===== src/rtl/alu_exec_if.sv =====
// alu_exec_if: operation/result bundle between the decode stage and alu_exec_unit.
//   master (decode side): drives in_valid, aluCont, psrWrEn, cond, dst, src;
//                         observes in_ready, result, out_valid, psr, busy.
//   slave  (execute side): the reverse.
interface alu_exec_if #(
    parameter int WIDTH = 16
);
    logic             in_valid;
    logic             in_ready;
    logic [4:0]       aluCont;
    logic [4:0]       psrWrEn;
    logic [3:0]       cond;
    logic [WIDTH-1:0] dst;
    logic [WIDTH-1:0] src;
    logic [WIDTH-1:0] result;
    logic             out_valid;
    logic [4:0]       psr;
    logic             busy;

    modport master (
        output in_valid, aluCont, psrWrEn, cond, dst, src,
        input  in_ready, result, out_valid, psr, busy
    );

    modport slave (
        input  in_valid, aluCont, psrWrEn, cond, dst, src,
        output in_ready, result, out_valid, psr, busy
    );
endinterface


===== src/rtl/alu_exec_unit.sv =====
// alu_exec_unit: executes one ALU decode word per accepted operation and owns
// the processor status register {C,L,F,Z,N}.
//   clk    rising-edge clock
//   reset  synchronous, active-low
//   bus    alu_exec_if.slave: in_valid/in_ready handshake, aluCont, psrWrEn,
//          cond, dst, src in; registered result, out_valid pulse, psr, busy out.
// Single-cycle ops retire at the accept edge. MUL is a 16-step shift-add that
// stalls the input side until its result lands.
//
// state  | meaning
// S_IDLE | accepting; single-cycle ops retire directly from here
// S_MUL  | shift-add multiply in progress, input stalled
module alu_exec_unit #(
    parameter int WIDTH = 16
) (
    input  logic      clk,
    input  logic      reset,
    alu_exec_if.slave bus
);
    typedef enum logic {S_IDLE = 1'b0, S_MUL = 1'b1} state_t;

    localparam logic [4:0] OP_ADD   = 5'b00000;
    localparam logic [4:0] OP_SUB   = 5'b00001;
    localparam logic [4:0] OP_MUL   = 5'b00010;
    localparam logic [4:0] OP_AND   = 5'b00011;
    localparam logic [4:0] OP_OR    = 5'b00100;
    localparam logic [4:0] OP_XOR   = 5'b00101;
    localparam logic [4:0] OP_XNOR  = 5'b00110;
    localparam logic [4:0] OP_SCOND = 5'b00111;
    localparam logic [4:0] OP_MOV   = 5'b01000;
    localparam logic [4:0] OP_LUI   = 5'b01001;
    localparam logic [4:0] OP_NOT   = 5'b01010;
    localparam logic [4:0] OP_LSH   = 5'b01011;
    localparam logic [4:0] OP_LSHL  = 5'b01100;
    localparam logic [4:0] OP_LSHR  = 5'b01101;
    localparam logic [4:0] OP_ASHU  = 5'b01110;
    localparam logic [4:0] OP_ASHR  = 5'b01111;
    localparam logic [4:0] OP_BCOND = 5'b10000;
    localparam logic [4:0] OP_JCOND = 5'b10001;

    localparam int MSB = WIDTH - 1;

    state_t           state_q, state_d;
    logic [3:0]       cnt_q, cnt_d;
    logic [WIDTH-1:0] acc_q, acc_d;
    logic [WIDTH-1:0] mcand_q, mcand_d;
    logic [WIDTH-1:0] mplier_q, mplier_d;
    logic [4:0]       mask_q, mask_d;
    logic             mul_l_q, mul_l_d;
    logic [WIDTH-1:0] result_q, result_d;
    logic             out_valid_q, out_valid_d;
    logic [4:0]       psr_q, psr_d;

    logic [WIDTH-1:0] dst, src;
    logic [WIDTH:0]   sum_w, diff_w;
    logic             lt_u, lt_s, ovf_add, ovf_sub;
    logic             cond_true, op_known;
    logic [3:0]       amt4_pos, amt4_neg;
    logic [4:0]       amt5_neg;
    logic [WIDTH-1:0] op_result, acc_step;
    logic [4:0]       op_flags, mul_flags;

    assign dst = bus.dst;
    assign src = bus.src;

    assign sum_w   = {1'b0, dst} + {1'b0, src};
    assign diff_w  = {1'b0, dst} - {1'b0, src};
    assign lt_u    = diff_w[WIDTH];
    assign lt_s    = $signed(dst) < $signed(src);
    assign ovf_add = (dst[MSB] == src[MSB]) && (sum_w[MSB] != dst[MSB]);
    assign ovf_sub = (dst[MSB] != src[MSB]) && (diff_w[MSB] != dst[MSB]);

    // Low bits of (-src) depend only on the low bits of src.
    assign amt4_pos = src[3:0];
    assign amt4_neg = 4'd0 - src[3:0];
    assign amt5_neg = 5'd0 - src[4:0];

    // psr bit order {C,L,F,Z,N}
    always_comb begin
        cond_true = 1'b0;
        case (bus.cond)
            4'b0000: cond_true =  psr_q[1];
            4'b0001: cond_true = !psr_q[1];
            4'b0010: cond_true =  psr_q[4];
            4'b0011: cond_true = !psr_q[4];
            4'b0100: cond_true =  psr_q[3];
            4'b0101: cond_true = !psr_q[3];
            4'b0110: cond_true =  psr_q[0];
            4'b0111: cond_true = !psr_q[0];
            4'b1000: cond_true =  psr_q[2];
            4'b1001: cond_true = !psr_q[2];
            4'b1010: cond_true = !psr_q[3] && !psr_q[1];
            4'b1011: cond_true =  psr_q[3] ||  psr_q[1];
            4'b1100: cond_true = !psr_q[0] && !psr_q[1];
            4'b1101: cond_true =  psr_q[0] ||  psr_q[1];
            4'b1110: cond_true = 1'b1;
            default: cond_true = 1'b0;
        endcase
    end

    always_comb begin
        op_result = '0;
        op_known  = 1'b1;
        case (bus.aluCont)
            OP_ADD:   op_result = sum_w[MSB:0];
            OP_SUB:   op_result = diff_w[MSB:0];
            OP_AND:   op_result = dst & src;
            OP_OR:    op_result = dst | src;
            OP_XOR:   op_result = dst ^ src;
            OP_XNOR:  op_result = ~(dst ^ src);
            OP_SCOND: op_result = {{(WIDTH-1){1'b0}}, cond_true};
            OP_MOV:   op_result = src;
            OP_LUI:   op_result = {src[WIDTH/2-1:0], dst[WIDTH/2-1:0]};
            OP_NOT:   op_result = ~dst;
            OP_LSH:   op_result = src[MSB] ? (dst >> amt4_neg) : (dst << amt4_pos);
            OP_LSHL:  op_result = dst << amt4_pos;
            OP_LSHR:  op_result = dst >> amt5_neg;
            OP_ASHU:  op_result = src[MSB] ? WIDTH'($signed(dst) >>> amt4_neg)
                                           : (dst << amt4_pos);
            OP_ASHR:  op_result = WIDTH'($signed(dst) >>> amt5_neg);
            OP_BCOND: op_result = cond_true ? sum_w[MSB:0] : dst;
            OP_JCOND: op_result = cond_true ? src : dst;
            default:  op_known  = 1'b0;
        endcase
    end

    // Outside add/sub, C and F have no meaning and are written as 0; L is
    // always the unsigned compare of the operands.
    always_comb begin
        op_flags = {1'b0, lt_u, 1'b0, (op_result == '0), op_result[MSB]};
        if (bus.aluCont == OP_ADD) begin
            op_flags = {sum_w[WIDTH], lt_u, ovf_add, (op_result == '0), op_result[MSB]};
        end else if (bus.aluCont == OP_SUB) begin
            op_flags = {lt_u, lt_u, ovf_sub, (op_result == '0), lt_s};
        end
    end

    assign acc_step  = mplier_q[0] ? (acc_q + mcand_q) : acc_q;
    assign mul_flags = {1'b0, mul_l_q, 1'b0, (acc_step == '0), acc_step[MSB]};

    always_comb begin
        state_d     = state_q;
        cnt_d       = cnt_q;
        acc_d       = acc_q;
        mcand_d     = mcand_q;
        mplier_d    = mplier_q;
        mask_d      = mask_q;
        mul_l_d     = mul_l_q;
        result_d    = result_q;
        out_valid_d = 1'b0;
        psr_d       = psr_q;
        case (state_q)
            S_IDLE: begin
                if (bus.in_valid) begin
                    if (bus.aluCont == OP_MUL) begin
                        state_d  = S_MUL;
                        cnt_d    = 4'd15;
                        acc_d    = '0;
                        mcand_d  = dst;
                        mplier_d = src;
                        mask_d   = bus.psrWrEn;
                        mul_l_d  = lt_u;
                    end else begin
                        result_d    = op_result;
                        out_valid_d = 1'b1;
                        if (op_known) begin
                            psr_d = (psr_q & ~bus.psrWrEn) | (op_flags & bus.psrWrEn);
                        end
                    end
                end
            end
            S_MUL: begin
                acc_d    = acc_step;
                mcand_d  = mcand_q << 1;
                mplier_d = mplier_q >> 1;
                cnt_d    = cnt_q - 4'd1;
                if (cnt_q == 4'd0) begin
                    state_d     = S_IDLE;
                    result_d    = acc_step;
                    out_valid_d = 1'b1;
                    psr_d       = (psr_q & ~mask_q) | (mul_flags & mask_q);
                end
            end
            default: state_d = S_IDLE;
        endcase
    end

    always_ff @(posedge clk) begin
        if (!reset) begin
            state_q     <= S_IDLE;
            cnt_q       <= '0;
            acc_q       <= '0;
            mcand_q     <= '0;
            mplier_q    <= '0;
            mask_q      <= '0;
            mul_l_q     <= 1'b0;
            result_q    <= '0;
            out_valid_q <= 1'b0;
            psr_q       <= '0;
        end else begin
            state_q     <= state_d;
            cnt_q       <= cnt_d;
            acc_q       <= acc_d;
            mcand_q     <= mcand_d;
            mplier_q    <= mplier_d;
            mask_q      <= mask_d;
            mul_l_q     <= mul_l_d;
            result_q    <= result_d;
            out_valid_q <= out_valid_d;
            psr_q       <= psr_d;
        end
    end

    assign bus.in_ready  = (state_q == S_IDLE);
    assign bus.busy      = (state_q == S_MUL);
    assign bus.result    = result_q;
    assign bus.out_valid = out_valid_q;
    assign bus.psr       = psr_q;
endmodule


===== src/flat_wrapper.sv =====
// flat-port wrapper written by rule: the top's interface ports become plain ports
module alu_exec_unit_flat 
#(
    parameter int WIDTH = 16
)
  (clk, reset, bus_in_valid, bus_aluCont, bus_psrWrEn, bus_cond, bus_dst, bus_src, bus_in_ready, bus_result, bus_out_valid, bus_psr, bus_busy);
  alu_exec_if #(.WIDTH(WIDTH)) bus_i ();
  input  logic clk;
  input  logic reset;
  input wire logic [$bits(bus_i.in_valid)-1:0] bus_in_valid;
  input wire logic [$bits(bus_i.aluCont)-1:0] bus_aluCont;
  input wire logic [$bits(bus_i.psrWrEn)-1:0] bus_psrWrEn;
  input wire logic [$bits(bus_i.cond)-1:0] bus_cond;
  input wire logic [$bits(bus_i.dst)-1:0] bus_dst;
  input wire logic [$bits(bus_i.src)-1:0] bus_src;
  output wire logic [$bits(bus_i.in_ready)-1:0] bus_in_ready;
  output wire logic [$bits(bus_i.result)-1:0] bus_result;
  output wire logic [$bits(bus_i.out_valid)-1:0] bus_out_valid;
  output wire logic [$bits(bus_i.psr)-1:0] bus_psr;
  output wire logic [$bits(bus_i.busy)-1:0] bus_busy;
  assign bus_i.in_valid = bus_in_valid;
  assign bus_i.aluCont = bus_aluCont;
  assign bus_i.psrWrEn = bus_psrWrEn;
  assign bus_i.cond = bus_cond;
  assign bus_i.dst = bus_dst;
  assign bus_i.src = bus_src;
  assign bus_in_ready = bus_i.in_ready;
  assign bus_result = bus_i.result;
  assign bus_out_valid = bus_i.out_valid;
  assign bus_psr = bus_i.psr;
  assign bus_busy = bus_i.busy;
  alu_exec_unit #(.WIDTH(WIDTH)) u_core (.clk(clk), .reset(reset), .bus(bus_i));
endmodule

===== config.mk =====
export PLATFORM = sky130hd
export DESIGN_NAME = alu_exec_unit_flat
export DESIGN_NICKNAME = d
export VERILOG_FILES = /design/src/rtl/alu_exec_if.sv /design/src/rtl/alu_exec_unit.sv /design/src/flat_wrapper.sv
export SDC_FILE = /design/constraint.sdc
export NUM_CORES = 1
export LEC_CHECK = 0
export BUFFER_PORTS_ARGS = -buffer_cell sky130_fd_sc_hd__buf_2
export CORE_MARGIN = 3
export CORE_UTILIZATION = 60
export DETAILED_ROUTE_END_ITERATION = 8
export PLACE_DENSITY = 0.81
export SLEW_MARGIN = 20
export SYNTH_ARGS = -nofsm -noshare
export SYNTH_HDL_FRONTEND = slang
export SYNTH_SLANG_ARGS = --single-unit

===== constraint.sdc =====
create_clock -name clk -period 10.5 [get_ports clk]
set_input_delay 0 -clock clk [delete_from_list [all_inputs] [get_ports clk]]
set_output_delay 0 -clock clk [all_outputs]
set_load 0.01 [all_outputs]

==> results of run 1 <==
## where the power goes
part / switching (uW) / internal (uW)
Clock: 131 / 196
Sequential: 6.11 / 315
Combinational: 252 / 129
Total: 390 / 640
## final cells by class
type	count	area, um2	share of cell area (%)
clock buffers	11	252.7	2.356
clock inverters	4	50.05	0.4666
inverters	57	214.0	1.995
multi-input cells	1179	7784	72.57
flip-flops and latches	81	1625	15.15
well taps	216	270.3	2.520
repair buffers	93	530.5	4.946
## synthesized netlist by cell type (8+ instances only)
cell type	number	area [um2]
mux4_2	18	405.4
nand2_1	206	773.2
a221oi_1	14	122.6
and3_1	14	87.58
o21ai_0	72	360.4
nand3_1	44	220.2
nor3_1	29	145.1
o22ai_1	15	93.84
a21boi_0	9	67.56
ha_1	67	838.3
o31ai_1	14	105.1
nor2b_1	10	62.56
and2_1	12	75.07
inv_1	53	198.9
mux2_2	18	202.7
a21o_1	14	105.1
buf_1	9	33.78
nor4_1	17	106.4
clkbuf_1	87	326.6
a21oi_1	162	810.8
mux2i_1	37	370.4
dfxtp_1	81	1622
xnor2_1	19	166.4
nor2_1	125	469.2
nor3b_1	10	75.07
o21bai_1	13	97.59
buf_2	15	75.07
nand4_1	15	93.84
o211ai_1	18	135.1
a31oi_1	8	50.05
a211oi_1	24	180.2
nand2b_1	18	112.6
## kinds of logic after synthesis
logic type	synth area share [%]
buffers and inverters	7.323
and+or+nand+nor	25.88
DFF	15.98
xor gates and xnor gates	2.404
AOI/OAI and AO/OA	29.92
muxes	9.641
adders and majority gates	8.852
## registers in the layout, indices dropped and copies added (netlist names), 4 cells and up, named ones only
| register | count |
|---|---|
| u_core.acc_q | 16 |
| u_core.bus.result | 16 |
| u_core.cnt_q | 4 |
| u_core.mask_q | 5 |
| u_core.mcand_q | 16 |
| u_core.mplier_q | 16 |
## worst max-delay path: cells and delay by family
family | cells | cell delay, ns
and+or+nand+nor | 4 | 1.18
adders and majority gates | 1 | 1.06
buffers and inverters | 3 | 0.98
AOI/OAI and AO/OA | 5 | 0.74
muxes | 2 | 0.66
## timing repair
action                    CTS  global route
hold buffers                5             0
gates resized for setup     0             0
hold endpoints to repair    6             0
## path summary, 6_finish.rpt
| path | cells after the start | startpoint | slack [ns] | endpoint |
|---|---|---|---|---|
| hold / removal | 3 | bus_src[15] | 0.07 | u_core.mplier_q[15] |
| hold reg to reg | 2 | u_core.mask_q[4] | 0.45 | u_core.mask_q[4] |
| setup / recovery | 15 | bus_src[0] | 6.15 | flip-flop |
| setup reg to reg | 12 | flip-flop | 6.74 | flip-flop |
## routing by layer
layer,vias up,wire length (um),global-route usage [%]
met1,5457,16100,60.87
met3,155,5907,11.81
met5,-,0,0
met4,0,1848,17.19
li1,5236,-,-
met2,914,17210,64.42
## stage by stage
stage	total power, uW	instances	hold WS (ns)	setup WS (ns)
final	1030	1641	0.06763	6.155
after global routing	1063	1641	0.06644	5.843
after CTS	1011	1641	0.04891	6.236
after detailed placement	686.8	1621	0.2540	5.889
after global placement	684.4	1621	0.2519	5.969
after floorplan	577.3	1438	0.1192	7.217
==> impl_summary.log, run 1 <==
[metrics] number of top-level design ports: 73
[metrics] nature of the critical path endpoint: flip-flop
[metrics] vias: around 12000
[metrics] CP max-delay cell: ha_1
[metrics] HPWL after DPL: 29730 um
[metrics] drt first pass iters: 6
[metrics] outcome: completed
[metrics] total number of clock tree sinks: between 80 and 90
[metrics] number of routed nets with antenna violations: 0
[metrics] proportion of layout cells with a drive suffix above 1: between 10% and 20%
[metrics] count of input and output buffers: slightly above 70
[metrics] total routing usage reported by global routing: between 40% and 50%
[metrics] Crit Path Category: primary input to flip-flop
[metrics] final hold violation count: 0
[metrics] Initial Utilization: 62.53%
[metrics] Post-Syn Nets: about 1600
[metrics] count of endpoints failing setup in the final report: 0
[metrics] mean instance size in the synthesized netlist: roughly 7.1 um2
[metrics] Worst Tran Pin Value: between 1 and 1.5 ns
[metrics] proportion of synthesized flip-flops having asynchronous set or reset: 0%
[metrics] maximum number of pins on one net before global-route repair: 85
[metrics] die boundary width: between 100 and 150 um
[metrics] Diodes inserted: 0
[metrics] synth unique cells: 89
[metrics] area of the die: around 19000 um2
[metrics] number of storage elements in the synthesis netlist: between 80 and 90
[metrics] antenna violations before repair: 0
[metrics] skew final: 0.01204 ns
[metrics] Hold Path Class: primary input to flip-flop
[metrics] max_slew headroom: between 10% and 20%
[metrics] fill count: between 1000 and 1500
[metrics] PwrDens: approximately 96 nW/um2
[metrics] cell row count: between 40 and 50
[metrics] Vert. Die Dim: about 140 um
[metrics] total routed wirelength: 41070 um
[metrics] cell count after synthesis: 1438
[metrics] routed wire length per instance: approximately 25 um
[metrics] number of buffers between clock root and the deepest sink: 2
[metrics] data arrival time of the worst path: roughly 4.6 ns
[metrics] post-detailed-route DRC marker count: 0
[metrics] global-route wire length before repair: 62580 um
[metrics] highest clock rate: between 200 and 250 MHz
[metrics] Total Nets Final: 1540
[metrics] Layout Utilization: 66.09%
[metrics] required time worst endpoint: about 11 ns
[metrics] overall overflow remaining after global route: 0
[metrics] maximum level of the CTS H-tree: 3
[metrics] fraction of the cycle the final worst path needs: about two fifths
[metrics] Post-DP Area: between 10000 and 15000 um2
[metrics] TritonCTS Buffers: 9
[metrics] count of final max-slew check failures: 0
[metrics] commonest cells after routing, fill and taps aside: nand2_1, a21oi_1, nor2_1
[metrics] Max-Cap Viols: 0
[metrics] maximum net fanout on the critical path: 43
[metrics] postcts setup bufs: 0
[metrics] leakage dissipation: 0.004321 uW
[metrics] critical path's largest stage delay: roughly 1.1 ns
[metrics] yosys synthesis warning count: 0
[metrics] number of enable-type register cells in the synthesized netlist: 0
[metrics] fin area: about 11000 um2
[metrics] Syn-to-layout area delta: 5.696%
[metrics] post-detailed-route via-to-cell ratio: around 7
[metrics] area of the mapped netlist: between 10000 and 15000 um2
[metrics] clock tree root buffer cell: clkbuf_16
[metrics] leading register cell type out of synthesis: dfxtp_1
[metrics] clock-pin transition on the worst setup and hold timing paths: ~0.060 ns
[metrics] number of DRC markers after the initial detailed-route iteration: ~2200
[metrics] setup repair after global routing missed its margin: false
[metrics] clock latency of the later-clocked register in the worst-skew pair: 0.35 ns
[metrics] core outline area: between 15000 and 20000 um2
[metrics] sequential area share after synthesis: ~16%
[metrics] placer's final routability congestion estimate: between 1 and 1.5
[metrics] number of global-route vias before repair: ~11000
[metrics] final critical path time including I/O delays and setup: around 4.3 ns
[metrics] most common library cell in the layout ignoring fill and taps: nand2_1
[metrics] TritonCTS clock tree: done
[metrics] worst path cell trace: buf_2 > buf_4 > inv_1 > ha_1 > mux2_2 > mux2i_1 > a21oi_1 > o22ai_1 > o2111ai_1 > a221oi_1 > or3b_1 > nor4_1 > nor4b_2 > nand4_1 > o211ai_2
[metrics] largest vdd supply drop: roughly 0.000088 V
[metrics] sum of negative setup slack: 0 ns
[metrics] element type at the critical path start: primary input
Note: power is estimated with default switching activity, not from simulation.
==> inputs of run 2 (changes only) <==
CORE_UTILIZATION = 57   (was 60)
clock period = 3.6 ns   (was 10.5 ns; I/O delays follow)
==> run 2 against run 1 <==
Against the previous run:
- the flow now finishes with violations (design-rule violations)
- critical path depth shrank 2
- register-to-register slack lost 6.6 ns
- sequential cell count is the same
- hold slack lost 0.044 ns
- clock skew shrank 0.0042 ns
- first-iteration DRC count shrank 16%
- die area grew 5.0%
- sequential power grew to 2.9 times the previous value
- critical path type is now flip-flop to flip-flop
- largest power group unchanged
==> impl_summary.log, run 2 (synthesis gave the netlist of run 1 again) <==
[metrics] outcome: finished, violations left
[metrics] failing checks: design-rule violations
[metrics] routed wire length per instance: roughly 24 um
[metrics] area of the die: between 15000 and 20000 um2
[metrics] vias: ~12000
[metrics] Worst Tran Pin Value: approximately 1.1 ns
[metrics] core outline area: roughly 17000 um2
[metrics] slack of the worst reg-to-reg path: 0.11 ns
[metrics] total routed wirelength: 42930 um
[metrics] Diodes inserted: 0
[metrics] total routing usage reported by global routing: between 40% and 50%
[metrics] overall overflow remaining after global route: 0
[metrics] post-route non-filler standard cell count: around 1800
[metrics] Placed Cells: around 1700
[metrics] post-detailed-route via-to-cell ratio: slightly below 7
[metrics] proportion of layout cells with a drive suffix above 1: between 10% and 20%
[metrics] Max-Cap Viols: 0
[metrics] final hold violation count: 0
[metrics] maximum level of the CTS H-tree: 3
[metrics] Hold Path Class: primary input to flip-flop
[metrics] number of buffers between clock root and the deepest sink: 2
[metrics] startpoint of the worst setup timing path: u_core.mcand_q[0]
[metrics] most common library cell in the layout ignoring fill and taps: nand2_1
[metrics] required time worst endpoint: approximately 3.9 ns
[metrics] R2R Path Start: u_core.mcand_q[0]
[metrics] fill count: around 1600
[metrics] fin area: 11670 um2
[metrics] max_slew headroom: slightly below 30%
[metrics] element type at the critical path start: flip-flop
[metrics] PwrDens: approximately 270 nW/um2
[metrics] TritonCTS Buffers: 9
[metrics] nature of the critical path endpoint: flip-flop
[metrics] Syn-to-layout area delta: 14.99%
[metrics] clock tree root buffer cell: clkbuf_16
[metrics] clock-pin transition on the worst setup and hold timing paths: roughly 0.060 ns
[metrics] antenna violations before repair: 2
[metrics] clock latency of the later-clocked register in the worst-skew pair: 0.35 ns
[metrics] Post-DP Area: 11250 um2
[metrics] die boundary width: ~140 um
[metrics] data arrival time of the worst path: around 3.8 ns
[metrics] Initial Utilization: just under 60%
[metrics] Crit Path Category: flip-flop to flip-flop
[metrics] maximum number of pins on one net before global-route repair: just over 80
[metrics] placer's final routability congestion estimate: 1.163
[metrics] fraction of the cycle the final worst path needs: 96.89%
[metrics] count of final max-slew check failures: 0
[metrics] maximum net fanout on the critical path: 3
[metrics] final critical path time including I/O delays and setup: about 3.5 ns
[metrics] number of top-level design ports: between 70 and 80
[metrics] count of endpoints failing setup in the final report: 0
[metrics] cell row count: 48
[metrics] setup repair after global routing missed its margin: true
[metrics] number of global-route vias before repair: between 10000 and 15000
[metrics] skew final: between 0.007 and 0.008 ns
[metrics] largest vdd supply drop: 0.0002327 V
[metrics] drt first pass iters: 9
[metrics] count of input and output buffers: approximately 70
[metrics] total number of clock tree sinks: 81
[metrics] leakage dissipation: 0.004880 uW
[metrics] commonest cells after routing, fill and taps aside: nand2_1, a21oi_1, buf_4
[metrics] post-detailed-route DRC marker count: 1
[metrics] Vert. Die Dim: 139.4 um
[metrics] number of routed nets with antenna violations: 0
[metrics] global-route wire length before repair: between 60000 and 70000 um
[metrics] Total Nets Final: ~1700
[metrics] number of DRC markers after the initial detailed-route iteration: about 1800
[metrics] path depth of the worst reg2reg path: 13
[metrics] HPWL after DPL: about 32000 um
[metrics] TritonCTS clock tree: done
[metrics] highest clock rate: ~290 MHz
## run 2: cell type report
class	instances	area, um2	share of cell area [%]
flip-flops and latches	81	1625	13.93
multi-input cells	1179	7812	66.95
well taps	225	281.5	2.412
repair buffers	211	1431	12.27
clock inverters	6	66.31	0.5682
clock buffers	10	239.0	2.048
inverters	57	214.0	1.833
## run 2: stage by stage
| step | util (%) | TNS (ns) | total power (uW) | setup slack, ns | hold slack [ns] |
|---|---|---|---|---|---|
| 3_5_place_dp | 64.84 | -0.02991 | 2133 | -0.02991 | 0.2618 |
| 5_1_grt | 67.24 | -0.01119 | 3234 | -0.01119 | 0.02078 |
| 6_report | 67.24 | 0 | 3142 | 0.1119 | 0.02324 |
| 2_1_floorplan | - | 0 | 1684 | 0.3166 | 0.1192 |
| 3_3_place_gp | 64.84 | 0 | 2126 | 0.1120 | 0.2562 |
| 4_1_cts | 66.99 | 0 | 3066 | 0.02349 | 0.008466 |
## run 2: report_power, final
group          switching [uW]  total (uW)  internal, uW
logic                     774        1250           478
clock network             395         953           557
registers                17.4         936           919
## run 2: how the worst min path moves through the flow
stage	start	to	slack, ns	cells after the start
final	bus_dst[0]	u_core.mcand_q[0]	0.02	3
after detailed placement	bus_psrWrEn[2]	flip-flop	0.26	2
after global placement	bus_psrWrEn[2]	flip-flop	0.26	2
after global routing	bus_dst[0]	u_core.mcand_q[0]	0.02	3
after floorplan	bus_psrWrEn[2]	flip-flop	0.12	1
after CTS	bus_dst[0]	u_core.mcand_q[0]	0.008	3
## run 2: per-layer routing
layer / up-vias / track usage, % / part of all wire (%)
met3: 196 / 11.27 / 14
li1: 5474 / - / -
met4: 4 / 16.07 / 4.9
met5: - / 0 / 0.068
met2: 869 / 64.07 / 42
met1: 5725 / 57.45 / 39
## run 2: worst max-delay path, cell delays in order (launching register included)
cell and delay [ns]:
dfxtp_1 0.33, ha_1 0.25, fa_2 0.40, a211oi_4 0.29, o21ai_1 0.15, a21oi_2 0.19, o21ai_1 0.09, a21o_1 0.21
a211o_1 0.29, nand2_1 0.08, xor2_1 0.16, a21oi_1 0.17, or4_4 0.65, o211ai_2 0.15
## run 2: timing repair
item / CTS / global route
endpoints found under the hold margin: 7 / 0
gates resized for setup: 2 / 5
pin swaps: 0 / 2
endpoints found under the setup margin: 1 / 2
buffers inserted: 0 / 3
hold buffers: 6 / 0
